[config.mk]
export PLATFORM = sky130hd
export DESIGN_NAME = branch_hazard_ctrl
export DESIGN_NICKNAME = d
export VERILOG_FILES = /design/src/rtl/riscv_pkg.sv /design/src/rtl/branch_hazard_ctrl_branch_dep_detect.sv /design/src/rtl/branch_hazard_ctrl.sv
export SDC_FILE = /design/constraint.sdc
export NUM_CORES = 1
export LEC_CHECK = 0
export BUFFER_PORTS_ARGS = -buffer_cell sky130_fd_sc_hd__buf_2
export CORE_MARGIN = 2
export CORE_UTILIZATION = 45
export CTS_CLUSTER_DIAMETER = 150
export CTS_CLUSTER_SIZE = 16
export DETAILED_ROUTE_END_ITERATION = 6
export PLACE_DENSITY = 0.88
export SYNTH_ARGS = -nofsm -noshare
export SYNTH_HDL_FRONTEND = slang
export SYNTH_SLANG_ARGS = --single-unit
[constraint.sdc]
create_clock -name clk -period 3.5 [get_ports clk]
set_clock_uncertainty 0.2 [all_clocks]
set_input_delay 0.35 -clock clk [delete_from_list [all_inputs] [get_ports clk]]
set_output_delay 0.35 -clock clk [all_outputs]
set_load 0.01 [all_outputs]
[src/rtl/riscv_pkg.sv]
// Shared RV32I opcode constants, sequencer state type and operand-usage decode
// for the branch hazard controller.
package riscv_pkg;

   localparam logic [6:0] OP_R     = 7'b0110011;
   localparam logic [6:0] OP_B     = 7'b1100011;
   localparam logic [6:0] OP_S     = 7'b0100011;
   localparam logic [6:0] OP_I     = 7'b0010011;
   localparam logic [6:0] OP_L     = 7'b0000011;
   localparam logic [6:0] OP_JAL   = 7'b1101111;
   localparam logic [6:0] OP_JALR  = 7'b1100111;
   localparam logic [6:0] OP_LUI   = 7'b0110111;
   localparam logic [6:0] OP_AUIPC = 7'b0010111;

   typedef enum logic {
      ST_RUN   = 1'b0,
      ST_STALL = 1'b1
   } state_e;

   function automatic logic uses_rs1(input logic [6:0] op);
      case (op)
         OP_R, OP_B, OP_S, OP_I, OP_L, OP_JALR: return 1'b1;
         default:                               return 1'b0;
      endcase
   endfunction

   function automatic logic uses_rs2(input logic [6:0] op);
      case (op)
         OP_R, OP_B, OP_S: return 1'b1;
         default:          return 1'b0;
      endcase
   endfunction

   function automatic logic writes_rd(input logic [6:0] op);
      case (op)
         OP_R, OP_I, OP_L, OP_JAL, OP_JALR, OP_LUI, OP_AUIPC: return 1'b1;
         default:                                             return 1'b0;
      endcase
   endfunction

endpackage

[src/rtl/branch_hazard_ctrl_branch_dep_detect.sv]
// Combinational hazard classifier: how many stall cycles the instruction in ID
// needs before its operands can be forwarded from EX/MEM or MEM/WB.
module branch_dep_detect
   import riscv_pkg::*;
#(
   parameter int unsigned LOAD_BR_STALL = 2
) (
   input  logic [31:0] id_inst,
   input  logic [31:0] ex_inst,
   input  logic [31:0] mem_inst,
   input  logic        id_valid,
   output logic [1:0]  need
);

   logic [6:0] id_op, ex_op, mem_op;
   logic [4:0] rs1, rs2, ex_rd, mem_rd;
   logic       id_br, src1, src2, ex_wr, ex_load, mem_load;
   logic       hit_ex, hit_mem;

   always_comb begin
      id_op    = id_inst[6:0];
      ex_op    = ex_inst[6:0];
      mem_op   = mem_inst[6:0];
      rs1      = id_inst[19:15];
      rs2      = id_inst[24:20];
      ex_rd    = ex_inst[11:7];
      mem_rd   = mem_inst[11:7];

      // Branches and JALR compare in ID, so they need operands a stage earlier.
      id_br    = (id_op == OP_B) || (id_op == OP_JALR);
      src1     = uses_rs1(id_op) && (rs1 != 5'd0);
      src2     = uses_rs2(id_op) && (rs2 != 5'd0);
      ex_wr    = writes_rd(ex_op);
      ex_load  = (ex_op == OP_L);
      mem_load = (mem_op == OP_L);

      hit_ex   = ex_wr && ((src1 && (rs1 == ex_rd)) || (src2 && (rs2 == ex_rd)));
      hit_mem  = mem_load && ((src1 && (rs1 == mem_rd)) || (src2 && (rs2 == mem_rd)));

      need = 2'd0;
      if (id_valid) begin
         if (hit_ex && ex_load) begin
            need = id_br ? 2'(LOAD_BR_STALL) : 2'd1;
         end else if (hit_ex && id_br) begin
            need = 2'd1;
         end
         if (hit_mem && id_br && (need == 2'd0)) begin
            need = 2'd1;
         end
      end
   end

endmodule

[src/rtl/branch_hazard_ctrl.sv]
// Stall/flush sequencer for the ID-resolved-branch pipeline, with saturating
// stall-cycle and flush performance counters.
module branch_hazard_ctrl
   import riscv_pkg::*;
#(
   parameter int unsigned CNT_W         = 32,
   parameter int unsigned LOAD_BR_STALL = 2
) (
   input  logic             clk,
   input  logic             rst_n,
   input  logic [31:0]      id_inst,
   input  logic [31:0]      ex_inst,
   input  logic [31:0]      mem_inst,
   input  logic             id_valid,
   input  logic             br_taken,
   output logic             pc_we,
   output logic             ifid_we,
   output logic             ifid_flush,
   output logic             idex_bubble,
   output logic [CNT_W-1:0] stall_cnt,
   output logic [CNT_W-1:0] flush_cnt
);

   state_e           state_q, state_d;
   logic [1:0]       rem_q, rem_d;
   logic [CNT_W-1:0] stall_cnt_q, stall_cnt_d;
   logic [CNT_W-1:0] flush_cnt_q, flush_cnt_d;
   logic [1:0]       need;
   logic [6:0]       id_op;
   logic             is_cf;
   logic             run_pc, run_flush;

   branch_dep_detect #(
      .LOAD_BR_STALL(LOAD_BR_STALL)
   ) u_dep (
      .id_inst (id_inst),
      .ex_inst (ex_inst),
      .mem_inst(mem_inst),
      .id_valid(id_valid),
      .need    (need)
   );

   always_comb begin
      state_d   = state_q;
      rem_d     = rem_q;
      run_pc    = 1'b0;
      run_flush = 1'b0;
      id_op     = id_inst[6:0];
      is_cf     = (id_op == OP_B) || (id_op == OP_JAL) || (id_op == OP_JALR);

      case (state_q)
         ST_RUN: begin
            if (need == 2'd0) begin
               run_pc    = 1'b1;
               run_flush = br_taken && id_valid && is_cf;
            end else begin
               rem_d = need - 2'd1;
               if (need > 2'd1) state_d = ST_STALL;
            end
         end
         ST_STALL: begin
            rem_d = rem_q - 2'd1;
            if (rem_q <= 2'd1) state_d = ST_RUN;
         end
         default: state_d = ST_RUN;
      endcase

      // Reset forces the frozen/bubble pattern without waiting for a clock edge.
      pc_we       = rst_n && run_pc;
      ifid_we     = rst_n && run_pc;
      idex_bubble = !rst_n || !run_pc;
      ifid_flush  = rst_n && run_flush;

      stall_cnt_d = stall_cnt_q;
      if (!pc_we && (stall_cnt_q != '1)) stall_cnt_d = stall_cnt_q + CNT_W'(1);
      flush_cnt_d = flush_cnt_q;
      if (ifid_flush && (flush_cnt_q != '1)) flush_cnt_d = flush_cnt_q + CNT_W'(1);
   end

   always_ff @(posedge clk or negedge rst_n) begin
      if (!rst_n) begin
         state_q     <= ST_RUN;
         rem_q       <= '0;
         stall_cnt_q <= '0;
         flush_cnt_q <= '0;
      end else begin
         state_q     <= state_d;
         rem_q       <= rem_d;
         stall_cnt_q <= stall_cnt_d;
         flush_cnt_q <= flush_cnt_d;
      end
   end

   assign stall_cnt = stall_cnt_q;
   assign flush_cnt = flush_cnt_q;

endmodule

==> metrics.yaml <==
synthesis:
  synth_edf_count: 0
  synth_flop_cell: "dfrtp_1"
  ys_seq_elements: 67
  syn_area_per_cell_um2: 10.6
  ys_seq_area_frac: 0.471
  synthArstFlopShare: 1.00
  ys_warn_count: 0
  synth_cell_types: 49
  netlist_instances: 335
  synth_nets: 440
  synth_area_um2: 3560
floorplan:
  die-width_um: 93.0
  row_count: 32
  initial_core_util: 0.463
  ios: 168
  dieArea_um2: 8640
  dieHeight_um: 93.0
  core_um2: 7690
grt:
  grt-ovfl-total: 0
  grt_max_degree: 68
  antenna_found_initial: 0
  grt_pass1_wl_um: 14000
  grt_pass1_vias: 3026
  grt_usage: 0.204
layout:
  layout-drive-gt1-share: 0.398
  final_common_cell: "buf_2"
  synthToLayoutAreaGrowth_pct: 36.6
  utilization: 0.633
  nets: 597
  fin_area_um2: 4860
  fillCellCount: 639
  multi_input_area_um2: 1910
  final_cells: 599
  antenna_cells: 0
  layout_common_cells: "buf_2, dfrtp_1, xnor2_1"
  ff_latch_area_um2: 1680
timing:
  period_minus_slack_ns: 3.48
  max-slew-margin-rel: 0.442
  maxSlewViolCount: 0
  finalSetupTns_ns: 0
  worstMarginPinSlew_ns: 0.838
  period_share: 0.994
  setup_slack_ns: 0.0208
  hold_violations: 0
  setup_viol_count_final: 0
  rsz0062_at_grt: "true"
  holdWs_ns: 0.0664
  max_freq_mhz: 287
cts:
  clkLatencyLatePin_ns: 0.34
  cts_sinks: 67
  clockBufferDepth: 2
  numCtsBuffers: 9
  clk_pin_slew_ns: 0.08
  cts_tree: "done"
  cts_root_buf: "clkbuf_8"
  cts.htree.levels: 3
route:
  initialDrtViolationCount: 128
  wire_per_inst_um: 14.4
  final_antenna_net_count: 0
  firstDrtPassIters: 4
  via_per_inst: 5.24
  drt_wl_total_um: 8610
  route.detailed.drc: 0
  dr_total_vias: 3140
worst_setup_path:
  critPathRequiredTime_ns: 3.52
  path_class: "in2reg"
  path_max_fanout: 6
  cp-end-kind: "flop"
  worst_setup_path_start_kind: "input pin"
  cp.arrival_ns: 3.50
hold_path:
  hold_path.class: "in2async"
placed_design:
  hpwl_um: 6580
  numPortBuffers: 112
  place_inst: 577
  place_ws_ns: -0.406
  placed_cell_area_um2: 4530
  gp_congestion: 0.973
power_and_ir_drop:
  ir_worst_vdd_mv: 0.197
  p_leak_nw: 2.47
  power.density_nw_per_um2: 404
  fin_total_pwr_mw: 1.97
outcome:
  status: "complete, no violations"
flow_run:
  drv_cap: 0
-- state kept, by name (all words and copies together) (netlist names) --
name       flops
flush_cnt     32
stall_cnt     32
rem_q          2
state_q        1
-- critical path, stage by stage --
cell	delay (ns)
buf_2	0.13
buf_4	0.14
xnor2_1	0.22
nand3_1	0.11
o41ai_1	0.45
a32oi_1	0.18
nor3b_2	0.28
o21ai_2	0.10
ha_2	0.18
and3b_2	0.22
inv_4	0.09
nand4_1	0.17
buf_4	0.19
a31oi_1	0.20
and2_4	0.22
nand4_1	0.12
xnor2_1	0.14
-- kinds of logic (layout without fill, tap and decap cells) --
logic type,Yosys count,count (layout),share of synthesized area
simple gates,139,139,0.227
xor+xnor,80,80,0.197
mux,4,4,0.0123
buf+inv,16,178,0.0200
fa+ha+maj,5,5,0.0176
flops,67,67,0.471
compound gates,24,24,0.0552
-- power by group --
group          total (mW)  internal [mW]  switching (mW)
combinational       0.265          0.126           0.139
sequential          0.877          0.818          0.0596
clock               0.823          0.531           0.292
-- worst paths after layout --
check | from | cells after the start | to | slack (ns)
min reg2reg | flush_cnt[13] | 1 | flush_cnt[13] | 0.28
min | rst_n | 2 | stall_cnt[22] | 0.07
min in group clk | id_valid | 4 | state_q | 0.25
max reg2reg | stall_cnt[4] | 7 | stall_cnt[25] | 1.07
max in group asynchronous | rst_n | 2 | flush_cnt[17] | 2.48
max | id_inst[18] | 17 | stall_cnt[7] | 0.02
-- metal layers --
| metal | track usage | vias up | wire length, um |
|---|---|---|---|
| li1 | - | 1500 | - |
| met1 | 0.255 | 1499 | 3620 |
| met2 | 0.345 | 121 | 4300 |
| met3 | 0.0366 | 20 | 474 |
| met4 | 0.0907 | 0 | 216 |
| met5 | 0 | - | 0 |
-- synthesized netlist by cell type, types with 6 or more instances --
cell type / count / share of area
nor2_1: 20 / 0.021
nor4_1: 6 / 0.011
nor3_1: 10 / 0.014
xnor2_1: 44 / 0.11
inv_1: 14 / 0.015
nand4_1: 15 / 0.026
nand3_1: 21 / 0.030
and4_1: 8 / 0.020
dfrtp_1: 67 / 0.47
xor2_1: 36 / 0.089
and3_1: 6 / 0.011
nand2_1: 28 / 0.030
-- cell type report --
class                           count  area share
Sequential cell                    67       0.345
Clock inverter                      4      0.0196
Multi-Input combinational cell    252       0.393
Tap cell                          102      0.0262
Clock buffer                       12      0.0340
Inverter                           14      0.0113
Timing Repair Buffer              148       0.171
-- repair_timing --
item,CTS,global route
hold endpoints to repair,0,0
gates resized for setup,1,7
setup buffers,3,3
hold buffers,0,0
setup endpoints to repair,1,14
pin swaps,4,8
Power figures use the tool's default switching activity.
